[src/rtl/shift_pkg.sv]
// Shared types and constants for the shift arbiter.
// Holds the datapath widths, the FSM state encoding and the requester ids.
package shift_pkg;

  localparam int unsigned WIDTH = 16;  // shifter data width, fixed
  localparam int unsigned MAG_W = 4;   // shift magnitude width, range 0..15

  typedef enum logic [1:0] {
    StIdle  = 2'b00,
    StShift = 2'b01,
    StResp  = 2'b10
  } state_e;

  localparam logic REQ0 = 1'b0;
  localparam logic REQ1 = 1'b1;

endpackage

[src/rtl/shift_arbiter_if.sv]
// Request/response bundle between the two requesters and the shift arbiter.
// Signals:
//   reqN_valid/reqN_ready/reqN_a/reqN_mag   request channel of requester N
//   rspN_valid/rspN_ready/rspN_q/rspN_ovf   response channel of requester N
// Modports: master = requester side, slave = arbiter side.
interface shift_arbiter_if;
  import shift_pkg::*;

  logic             req0_valid;
  logic             req0_ready;
  logic [WIDTH-1:0] req0_a;
  logic [MAG_W-1:0] req0_mag;
  logic             req1_valid;
  logic             req1_ready;
  logic [WIDTH-1:0] req1_a;
  logic [MAG_W-1:0] req1_mag;

  logic             rsp0_valid;
  logic             rsp0_ready;
  logic [WIDTH-1:0] rsp0_q;
  logic             rsp0_ovf;
  logic             rsp1_valid;
  logic             rsp1_ready;
  logic [WIDTH-1:0] rsp1_q;
  logic             rsp1_ovf;

  modport master (
    output req0_valid, req0_a, req0_mag, req1_valid, req1_a, req1_mag,
    output rsp0_ready, rsp1_ready,
    input  req0_ready, req1_ready,
    input  rsp0_valid, rsp0_q, rsp0_ovf, rsp1_valid, rsp1_q, rsp1_ovf
  );

  modport slave (
    input  req0_valid, req0_a, req0_mag, req1_valid, req1_a, req1_mag,
    input  rsp0_ready, rsp1_ready,
    output req0_ready, req1_ready,
    output rsp0_valid, rsp0_q, rsp0_ovf, rsp1_valid, rsp1_q, rsp1_ovf
  );

endinterface

[src/rtl/leftshifter16bit.sv]
// Combinational 16-bit logical left shifter, zero fill.
// Ports:
//   a    in  16  operand
//   mag  in  4   shift amount 0..15
//   q    out 16  a << mag, bits past bit 15 discarded
module leftshifter16bit (
  input  logic [15:0] a,
  input  logic [3:0]  mag,
  output logic [15:0] q
);

  logic [15:0] s1;
  logic [15:0] s2;
  logic [15:0] s4;

  // Log-stage barrel: each stage shifts by one power of two.
  always_comb begin
    s1 = mag[0] ? {a[14:0], 1'b0}  : a;
    s2 = mag[1] ? {s1[13:0], 2'b0} : s1;
    s4 = mag[2] ? {s2[11:0], 4'b0} : s2;
    q  = mag[3] ? {s4[7:0], 8'b0}  : s4;
  end

endmodule

[src/rtl/shift_arbiter.sv]
// Shares one 16-bit left shifter between two requesters with round-robin arbitration.
// Ports:
//   clk    in   system clock, rising edge
//   rst_n  in   asynchronous active-low reset
//   bus    slave side of shift_arbiter_if (request and response channels of both requesters)
//   busy   out  high whenever the FSM is not idle
// One operation at a time: accept in IDLE, shift in SHIFT, hold the result in RESP until the
// owner takes it. Priority moves to the other requester after each completed response.
module shift_arbiter
  import shift_pkg::*;
(
  input  logic            clk,
  input  logic            rst_n,
  shift_arbiter_if.slave  bus,
  output logic            busy
);

  localparam logic [WIDTH-1:0] AllOnes = '1;

  state_e           state_q, state_d;
  logic             rr_ptr_q, rr_ptr_d;
  logic [WIDTH-1:0] a_q, a_d;
  logic [MAG_W-1:0] mag_q, mag_d;
  logic [WIDTH-1:0] q_q, q_d;
  logic             ovf_q, ovf_d;
  logic             owner_q, owner_d;

  logic             any_valid;
  logic             grant;
  logic             owner_rsp_ready;
  logic [WIDTH-1:0] shift_q;

  leftshifter16bit u_shifter (
    .a   (a_q),
    .mag (mag_q),
    .q   (shift_q)
  );

  // A lone requester always wins; rr_ptr only breaks ties.
  assign any_valid       = bus.req0_valid | bus.req1_valid;
  assign grant           = (bus.req0_valid && bus.req1_valid) ? rr_ptr_q : bus.req1_valid;
  assign owner_rsp_ready = (owner_q == REQ1) ? bus.rsp1_ready : bus.rsp0_ready;

  always_comb begin
    state_d        = state_q;
    rr_ptr_d       = rr_ptr_q;
    a_d            = a_q;
    mag_d          = mag_q;
    q_d            = q_q;
    ovf_d          = ovf_q;
    owner_d        = owner_q;
    bus.req0_ready = 1'b0;
    bus.req1_ready = 1'b0;
    bus.rsp0_valid = 1'b0;
    bus.rsp1_valid = 1'b0;

    unique case (state_q)
      StIdle: begin
        if (any_valid) begin
          bus.req0_ready = (grant == REQ0);
          bus.req1_ready = (grant == REQ1);
          a_d            = (grant == REQ1) ? bus.req1_a : bus.req0_a;
          mag_d          = (grant == REQ1) ? bus.req1_mag : bus.req0_mag;
          owner_d        = grant;
          state_d        = StShift;
        end
      end
      StShift: begin
        q_d     = shift_q;
        // Overflow iff any of the top mag bits of the operand is set.
        ovf_d   = |(a_q & ~(AllOnes >> mag_q));
        state_d = StResp;
      end
      StResp: begin
        bus.rsp0_valid = (owner_q == REQ0);
        bus.rsp1_valid = (owner_q == REQ1);
        if (owner_rsp_ready) begin
          rr_ptr_d = ~owner_q;
          state_d  = StIdle;
        end
      end
      default: begin
        state_d = StIdle;
      end
    endcase
  end

  always_ff @(posedge clk or negedge rst_n) begin
    if (!rst_n) begin
      state_q  <= StIdle;
      rr_ptr_q <= REQ0;
      a_q      <= '0;
      mag_q    <= '0;
      q_q      <= '0;
      ovf_q    <= 1'b0;
      owner_q  <= REQ0;
    end else begin
      state_q  <= state_d;
      rr_ptr_q <= rr_ptr_d;
      a_q      <= a_d;
      mag_q    <= mag_d;
      q_q      <= q_d;
      ovf_q    <= ovf_d;
      owner_q  <= owner_d;
    end
  end

  assign bus.rsp0_q   = q_q;
  assign bus.rsp1_q   = q_q;
  assign bus.rsp0_ovf = ovf_q;
  assign bus.rsp1_ovf = ovf_q;
  assign busy         = (state_q != StIdle);

endmodule

[src/flat_wrapper.sv]
// flat-port wrapper written by rule: the top's interface ports become plain ports
module shift_arbiter_flat import shift_pkg::*;
  (clk, rst_n, busy, bus_req0_valid, bus_req0_a, bus_req0_mag, bus_req1_valid, bus_req1_a, bus_req1_mag, bus_rsp0_ready, bus_rsp1_ready, bus_req0_ready, bus_req1_ready, bus_rsp0_valid, bus_rsp0_q, bus_rsp0_ovf, bus_rsp1_valid, bus_rsp1_q, bus_rsp1_ovf);
  shift_arbiter_if bus_i ();
  input  logic clk;
  input  logic rst_n;
  output logic busy;
  input wire logic [$bits(bus_i.req0_valid)-1:0] bus_req0_valid;
  input wire logic [$bits(bus_i.req0_a)-1:0] bus_req0_a;
  input wire logic [$bits(bus_i.req0_mag)-1:0] bus_req0_mag;
  input wire logic [$bits(bus_i.req1_valid)-1:0] bus_req1_valid;
  input wire logic [$bits(bus_i.req1_a)-1:0] bus_req1_a;
  input wire logic [$bits(bus_i.req1_mag)-1:0] bus_req1_mag;
  input wire logic [$bits(bus_i.rsp0_ready)-1:0] bus_rsp0_ready;
  input wire logic [$bits(bus_i.rsp1_ready)-1:0] bus_rsp1_ready;
  output wire logic [$bits(bus_i.req0_ready)-1:0] bus_req0_ready;
  output wire logic [$bits(bus_i.req1_ready)-1:0] bus_req1_ready;
  output wire logic [$bits(bus_i.rsp0_valid)-1:0] bus_rsp0_valid;
  output wire logic [$bits(bus_i.rsp0_q)-1:0] bus_rsp0_q;
  output wire logic [$bits(bus_i.rsp0_ovf)-1:0] bus_rsp0_ovf;
  output wire logic [$bits(bus_i.rsp1_valid)-1:0] bus_rsp1_valid;
  output wire logic [$bits(bus_i.rsp1_q)-1:0] bus_rsp1_q;
  output wire logic [$bits(bus_i.rsp1_ovf)-1:0] bus_rsp1_ovf;
  assign bus_i.req0_valid = bus_req0_valid;
  assign bus_i.req0_a = bus_req0_a;
  assign bus_i.req0_mag = bus_req0_mag;
  assign bus_i.req1_valid = bus_req1_valid;
  assign bus_i.req1_a = bus_req1_a;
  assign bus_i.req1_mag = bus_req1_mag;
  assign bus_i.rsp0_ready = bus_rsp0_ready;
  assign bus_i.rsp1_ready = bus_rsp1_ready;
  assign bus_req0_ready = bus_i.req0_ready;
  assign bus_req1_ready = bus_i.req1_ready;
  assign bus_rsp0_valid = bus_i.rsp0_valid;
  assign bus_rsp0_q = bus_i.rsp0_q;
  assign bus_rsp0_ovf = bus_i.rsp0_ovf;
  assign bus_rsp1_valid = bus_i.rsp1_valid;
  assign bus_rsp1_q = bus_i.rsp1_q;
  assign bus_rsp1_ovf = bus_i.rsp1_ovf;
  shift_arbiter u_core (.clk(clk), .rst_n(rst_n), .bus(bus_i), .busy(busy));
endmodule
[config.mk]
export PLATFORM = sky130hd
export DESIGN_NAME = shift_arbiter_flat
export DESIGN_NICKNAME = d
export VERILOG_FILES = /design/src/rtl/shift_pkg.sv /design/src/rtl/shift_arbiter_if.sv /design/src/rtl/leftshifter16bit.sv /design/src/rtl/shift_arbiter.sv /design/src/flat_wrapper.sv
export SDC_FILE = /design/constraint.sdc
export NUM_CORES = 1
export LEC_CHECK = 0
export CAP_MARGIN = 10
export CORE_MARGIN = 2
export CORE_UTILIZATION = 51
export DETAILED_ROUTE_END_ITERATION = 12
export GPL_TIMING_DRIVEN = 0
export PLACE_DENSITY_LB_ADDON = 0.15
export SYNTH_ARGS = -nofsm -noshare
export SYNTH_HDL_FRONTEND = slang
export SYNTH_HIERARCHICAL = 1
export SYNTH_SLANG_ARGS = --single-unit
[constraint.sdc]
create_clock -name clk -period 2.74 [get_ports clk]
set_input_delay 0.274 -clock clk [delete_from_list [all_inputs] [get_ports clk]]
set_output_delay 0.274 -clock clk [all_outputs]
set_load 0.01 [all_outputs]
[After elaboration in Yosys (flattened, before gate mapping)]
Index checks and enable logic that the tools add are counted.
Word-level totals
  register bits: 41
  output and inout port bits: 39
Cells by class
  equal/unequal tests: 4
  shifts and indexed selects: 1
  multiplexer cells: 17
  bitwise logic cells: 5
  reduce and logical (&&, ||, !) cells: 7
Operators by type and width (number)
  two-way mux 16 bit: 5
  bitwise AND 16 bit: 1
  NOT 16 bit: 1
  OR reduction 16 bit: 1
  right shift 16 x 4 -> 16 bit (first input constant): 1
  two-way mux 1 bit: 8
  case mux 2 bit (3 select lines): 1
  AND reduction 2 bit: 3
  two-way mux 2 bit: 2
  two-way mux 4 bit: 1
  != test 2 x 1 -> 1 bit (second input constant): 2
  equality test 2 x 1 -> 1 bit (second input constant): 1
  equality test 2 bit (second input constant): 1
  logical NOT 2 bit: 1
  NOT 1 bit: 2
  nonzero test 2 bit: 1
  logical AND 1 bit: 1
  OR 1 bit: 1

[Longest topological paths before layout]
Gate-level depths: netlist of the first run.
  depth after elaboration: 5
  mapped depth: 7
  mapped depth without buffers: 5

[By module]
Netlist of the first run, hierarchy kept.
By module, submodules not included
  shift_arbiter: times used 1, cells each 181, area an instance 2047.0 um2, seq. area each 1026.0 um2
  leftshifter16bit: times used 1, cells each 99, area an instance 721.9 um2, seq. area each 0.0 um2

[Worst setup path after synthesis of the first run]
No wires, ideal clock.
  path kind: reg-to-reg
  from: register u_core.mag_q[0]
  to: register u_core.q_q[9] (netlist: u_core/bus.rsp0_q[9])
  library setup time: 0.128 ns
  arrival time: 1.625 ns
  path slack: 0.988 ns
  stages on the path, launching flop included: 7
  path buffers: 1
  cell sequence: dfrtp_1 buf_4 mux2_2 nand2b_1 o211ai_1 o311ai_0 mux2_1
Between the ends
  cells in the longest elaborated chain, start to end: 4
RTL lines
  start, declared: line shift_arbiter.sv:23  | logic [MAG_W-1:0] mag_q, mag_d;
  start signal, assigned: line shift_arbiter.sv:101  | mag_q <= mag_d;
  two-way mux 16 bit: line leftshifter16bit.sv:18  | s1 = mag[0] ? {a[14:0], 1'b0} : a;
  two-way mux 16 bit: line leftshifter16bit.sv:19  | s2 = mag[1] ? {s1[13:0], 2'b0} : s1;
  two-way mux 16 bit: line leftshifter16bit.sv:20  | s4 = mag[2] ? {s2[11:0], 4'b0} : s2;
  two-way mux 16 bit: line leftshifter16bit.sv:21  | q = mag[3] ? {s4[7:0], 8'b0} : s4;
  via u_core.shift_q[9]: line shift_arbiter.sv:31  | logic [WIDTH-1:0] shift_q;
  end signal, assigned: line shift_arbiter.sv:102  | q_q <= q_d;
  end, declared: line shift_arbiter.sv:24  | logic [WIDTH-1:0] q_q, q_d;
The timed path passes the listed nets, and every way through them passes these cells.
A chain may end at the register's enable or synchronous reset.

[Worst setup path in the final report of the first run]
  from: register u_core.state_q[0]
  to: output port bus_req0_ready
Between the ends
  cells in the longest elaborated chain, start to end: 2
RTL lines
  start, declared: line shift_arbiter.sv:20  | state_e state_q, state_d;
  start signal, assigned: line shift_arbiter.sv:90  | state_q <= StIdle;
  start signal, assigned: line shift_arbiter.sv:98  | state_q <= state_d;
  logical NOT 2 bit: line shift_arbiter.sv:57  | unique case (state_q)
  two-way mux 1 bit: line shift_arbiter.sv:57
  end, declared: line flat_wrapper.sv:16  | output wire logic [$bits(bus_i.req0_ready)-1:0] bus_req0_ready;
Every way passes these cells.

==> flow_summary.yaml, run 1 <==
run_status:
  status: "finished, final reports clean"
routing:
  first_pass_iters: 4
  via_per_inst: 5.590
  routed_wl_um: 6909
  dr.first_iter.drc_count: 105
  antenna_left: 0
  wl_per_cell_um: 15.63
  remaining_drc_errors: 0
  vias: 2471
critical_path:
  worstPathMaxFanout: 10
  worstSetupEndpointType: "output pin"
  cpPeakStageDelay_ps: 550
  reg2reg_slack_ps: 680
  ff2ff_path_depth: 6
  path_cells: "nor2_2 > o21ai_4 > buf_1 > a21oi_1 > clkdlybuf4s50_1"
  r2r_end: "u_core/bus.rsp0_q[9]"
  crit_required_ps: 2470
  path_class: "register to output pin"
  timing.rr.start: "u_core/mag_q[0]"
  crit_arrival_ps: 1980
  critPathLaunchType: "register"
  critPathSlowestCell: "clkdlybuf4s50_1"
logic_synthesis:
  synth_most_common_cell: "dfrtp_1"
  synth_adder_area_share: 0
  synth_compound_area_frac: 0.1808
  syn_area_per_cell_um2: 9.889
  yosysWarnings: 6
  ys_ff_latch: 41
  synth_nets: 326
  syn_area_mm2: 0.002769
  ys_seq_area_frac: 0.3705
  synth_top_family_by_area: "multiplexers"
  ys_async_sr_fraction: 1.000
  synth-main-ff-cell: "dfrtp_1"
  synth_edf_count: 0
  synthMuxAreaShare: 0.2061
  ys_types: 51
  synth_common_cells: "dfrtp_1 (41), mux2i_1 (24), nand2_1 (21), buf_4 (19), mux2_1 (16)"
  yosysTopAreaCellShare: 0.3705
  synth_area_leaders: "dfrtp_1 (37%), mux2i_1 (8.7%), mux2_1 (6.5%)"
  yosysTopAreaCell: "dfrtp_1"
  syn-instance-count: 280
  synth-xor-area-share: 0
  synth_simple_gate_area_share: 0.1387
placed_design:
  place_congestion: 0.8772
  placed_cells: 434
  port_buffers: 84
  dp_slack_ps: 554.0
  dpl.hpwl_um: 5269
clock_network:
  clockRootBuffer: "clkbuf_8"
  htree_num_levels: 2
  clk_path_buf_depth: 2
  cts_setup_buffers: 0
  cts_sinks: 41
  cts_buffers: 5
  cts-resized-gates: 0
  postCtsHoldBufs: 0
  clkSlewWorstSetupHoldPaths_ps: 80
  insertion_delay_ps: 290
  cts_tree: "done"
sta:
  skew_ps: 6.412
  finalSetupViolCount: 0
  max_freq_mhz: 444.6
  maxSlewHeadroom: 0.4032
  tightestPinTransition_ps: 895.2
  setup_slack_ps: 490.6
  fin_hold_ws_ps: 100.5
  hold_violations: 0
  period_needed_ps: 2249
  setup_tns_ps: 0
  finalCritPeriodShare: 0.8210
  grt_setup_unrepaired: "false"
  slew_violations: 0
power:
  p_comb_frac: 0.619
  p_switching_mw: 1.909
  clkPwrFrac: 0.110
  p_int_mw: 2.703
  ir_drop_v: 0.0007064
  power_density_mw_per_mm2: 1211
  p_sw_frac: 0.4138
  seqPwrFrac: 0.271
  p_leak_nw: 1.693
global_route:
  globalRoute.totalOverflow: 0
  grt_max_degree: 42
  grt_pass1_wl_um: 11560
  antenna_found_initial: 0
  track_usage: 0.2376
  grt_pass1_vias: 2464
layout:
  drive_above_1_share: 0.1613
  final_util: 0.7363
  regArea_mm2: 0.001026
  multiInputGateArea_mm2: 0.001455
  diodes: 0
  fin_cells: 442
  fillers: 401
  area_delta_synth_final_pct: 37.55
  fin_nets: 417
floorplanning:
  rows: 26
  fp.dieArea_mm2: 0.006035
  core_area_mm2: 0.005172
  dieWidth_um: 77.69
  start_util: 0.5353
  pin_count: 85
  die_h_um: 77.69
flow_run:
  cap_violations: 0
worst_hold_path:
  worstHoldPathType: "input port to asynchronous set/reset pin"
-- registers in the layout (all words and copies together), names as in the netlist --
signal and flops:
u_core/rr_ptr_q 1, u_core/a_q 16, u_core/bus.rsp0_q 16, u_core/bus.rsp0_ovf 1, u_core/state_q 2, u_core/mag_q 4, u_core/owner_q 1
-- per-stage QoR --
stage | power, mW | instance area [µm²]
after floorplan | 3.094 | 2769
final | 4.612 | 3809
after CTS | 4.605 | 3809
after global routing | 4.978 | 3809
after global placement | 4.029 | 3697
after detailed placement | 4.089 | 3692
-- worst max-delay path: cells and delay by family, from the launching register on --
family	cells	cell delay, ps
simple gates	1	210
flops	1	420
compound gates	2	270
buf+inv	2	780
-- logic make-up (layout without fill, tap and decap cells) --
kind of cell    count (synthesis)  after routing
simple gates                   75             75
compound gates                 68             68
mux                            51             51
buf+inv                        45            137
flops                          41             41
-- placed cells by master, fill, tap and decap left out, types with 4 or more instances in the layout --
master,netlist,layout
clkdlybuf4s50_1,0,83
dfrtp_1,41,41
mux2i_1,24,24
nand2_1,21,21
buf_4,19,19
mux2_1,16,16
a21oi_1,14,14
and3_1,13,13
a221o_1,13,13
nor2_1,11,11
buf_2,8,9
mux2_2,8,8
o21ai_1,8,8
nand2b_1,7,7
clkbuf_8,0,6
o21ai_0,6,6
nor2b_1,5,5
buf_6,5,5
clkbuf_1,3,4
nor3_1,4,4
inv_1,4,4
o211ai_1,4,4
-- worst max-delay path by stage --
stage / startpoint / end / slack (ps) / cells past startpoint
after floorplan: u_core/mag_q[0] / u_core/bus.rsp0_q[9] / 990 / 6
after global placement: rst_n / u_core/rr_ptr_q / 390 / 1
after detailed placement: bus_req1_valid / bus_req0_ready / 550 / 5
after CTS: u_core/state_q[0] / bus_req0_ready / 470 / 5
after global routing: u_core/state_q[0] / bus_req0_ready / 370 / 5
final: u_core/state_q[0] / bus_req0_ready / 490 / 5
-- metal layers --
layer,share of wire,track usage
met5,0,0
met4,0.012,0.07143
met3,0.049,0.05465
met2,0.51,0.4181
met1,0.43,0.2881
-- power by group through the flow --
stage | combinational, mW | sequential, mW | clock, mW
floorplan | 1.91 | 1.18 | 0
global placement | 2.79 | 1.24 | 0
detailed placement | 2.84 | 1.25 | 0
CTS | 2.85 | 1.24 | 0.512
global route | 3.14 | 1.29 | 0.550
finish | 2.85 | 1.25 | 0.509
-- area by class of cell --
type                    instances  area share
repair buffers                 84      0.2194
well taps                      70     0.02300
multi-input cells             194      0.3821
clock buffers                   7     0.02267
inverters                       8    0.007884
plain buffers                  37     0.06767
flip-flops and latches         41      0.2694
clock inverters                 1    0.007884
No activity file was read; power rests on OpenSTA's default activity.
==> inputs of run 2 (changes only) <==
CORE_UTILIZATION = 47   (was 51)
clock period = 2.36 ns   (was 2.74 ns; I/O delays follow)
==> run 2 against run 1 <==
Final area decreased by 0.26%. First-iteration DRC count decreased by 3.8%. Sequential cell count unchanged. Clock-buffer cell count decreased by 2. Non-clock buffer count increased by 2. Sequential share of layout area increased by 0.071 points.
==> flow_summary.yaml, run 2 (synthesis gave the netlist of run 1 again) <==
critical_path:
  crit_family: "buffers and inverters"
  ff2ff_path_depth: 6
  worstPathMaxFanout: 10
  path_cells: "nor2_2 > o21ai_4 > buf_1 > a21oi_1 > clkdlybuf4s50_1"
  critPathLaunchType: "register"
  crit_arrival_ps: 1990
  worstSetupEndpointType: "output pin"
  cp.depth: 5
  cpPeakStageDelay_ps: 560
  crit_required_ps: 2120
  worst-path-buf-inv: 2
  path_class: "register to output pin"
  critPathSlowestCell: "clkdlybuf4s50_1"
sta:
  finalCritPeriodShare: 0.9443
  max_freq_mhz: 448.7
  skew_ps: 6.683
  grt_setup_unrepaired: "false"
  slew_violations: 0
  hold_violations: 0
  period_needed_ps: 2229
  setup_slack_ps: 131.4
  tightestPinTransition_ps: 478.8
  finalSetupViolCount: 0
  maxSlewHeadroom: 0.6778
  setup_tns_ps: 0
routing:
  routed_wl_um: 6643
  wl_per_cell_um: 14.96
  antenna_left: 0
  dr.first_iter.drc_count: 101
  remaining_drc_errors: 0
  via_per_inst: 5.550
  vias: 2464
  first_pass_iters: 4
layout:
  final_cell_mix: "clkdlybuf4s50_1 (83), dfrtp_1 (41), mux2i_1 (24)"
  final_util: 0.6774
  mostFrequentLayoutCell: "clkdlybuf4s50_1"
  area_delta_synth_final_pct: 37.19
  drive_above_1_share: 0.1613
  fin_nets: 419
  fin_cells: 444
  diodes: 0
power:
  p_leak_nw: 1.688
  ir_drop_v: 0.0006175
  power_density_mw_per_mm2: 1357
clock_network:
  cts_buffers: 5
  htree_num_levels: 2
  cts_tree: "done"
  cts-resized-gates: 0
  clk_path_buf_depth: 2
  clockRootBuffer: "clkbuf_8"
  clkSlewWorstSetupHoldPaths_ps: 70
  cts_sinks: 41
  insertion_delay_ps: 290
global_route:
  grt_max_degree: 42
  track_usage: 0.2143
  grt_pass1_vias: 2350
  grt_pass1_wl_um: 10920
  globalRoute.totalOverflow: 0
  antenna_found_initial: 0
floorplanning:
  start_util: 0.4938
  die_h_um: 80.76
  rows: 27
  core_area_mm2: 0.005608
  dieWidth_um: 80.76
  pin_count: 85
  fp.dieArea_mm2: 0.006521
worst_hold_path:
  worstHoldPathType: "input port to asynchronous set/reset pin"
placed_design:
  dpl.hpwl_um: 5141
  dp_slack_ps: 253.2
  placed_cells: 437
  place_congestion: 0.9141
  port_buffers: 84
flow_run:
  cap_violations: 0
run_status:
  status: "finished, final reports clean"
run 2: worst paths after layout:
| kind | start | slack (ps) | to |
|---|---|---|---|
| worst max-delay path | u_core/state_q[0] | 130 | bus_req0_ready |
| min in group clk | u_core/bus.rsp0_q[3] | 520 | u_core/bus.rsp0_q[3] |
| worst min-delay path | rst_n | 440 | u_core/bus.rsp0_q[9] |
| max in group asynchronous | rst_n | 1710 | u_core/bus.rsp0_q[1] |
| worst max register to register | u_core/mag_q[0] | 350 | u_core/bus.rsp0_q[7] |
| worst min register to register | u_core/bus.rsp0_q[3] | 520 | u_core/bus.rsp0_q[3] |
run 2: area by class of cell:
cell class                      count  area, µm²
Fill cell                         490       1809
Multi-Input combinational cell    194       1455
Sequential cell                    41       1026
Timing Repair Buffer               86      865.8
Buffer                             37      257.7
Tap cell                           72      90.09
Clock buffer                        5      68.82
Inverter                            8      30.03
Clock inverter                      1      5.005
run 2: what timing repair did:
item                                   CTS  global route
endpoints found under the hold margin   41             0
setup buffers                            0             0
hold buffers                             1             0
run 2: tightest hold or removal path: stages:
cell and delay [ps]:
dlygate4sd3_1 520, buf_2 120, buf_12 220
run 2: per-stage QoR:
step                power, mW  area [µm²]  hold slack, ps
finish                  5.155        3799           436.4
global route            5.580        3799           480.8
CTS                     5.161        3799           452.3
detailed placement      4.725        3715           221.7
global placement        4.668        3700           496.9
floorplan               3.593        2769          -59.59
run 2: layer usage:
layer,share of wire,wire [µm],global-route usage,up-vias
met5,0,0,0,-
met4,0.011,72,0.06271,0
met3,0.051,342,0.04444,10
met2,0.50,3309,0.3733,86
met1,0.44,2919,0.2695,1166
li1,-,-,-,1202
run 2: power breakdown:
part           switching (mW)  internal, mW  total, mW
sequential              0.408          1.03       1.44
combinational            1.53          1.77       3.30
clock                   0.226         0.195      0.420
==> inputs of run 3 (changes only) <==
clock period = 2.46 ns   (was 2.36 ns; I/O delays follow)
==> results of run 3 <==
The final DEF is identical to that of run 2. Status: finished, final reports clean.
Main changes from that run: setup slack after placement 253.2 ps -> 333.2 ps; setup slack after layout 131.4 ps -> 221.4 ps; hold slack 436.4 ps -> 446.4 ps; register-to-register setup slack 350 ps -> 450 ps; total power 5.155 mW -> 4.946 mW; worst IR drop on VDD 0.0006175 V -> 0.0005924 V
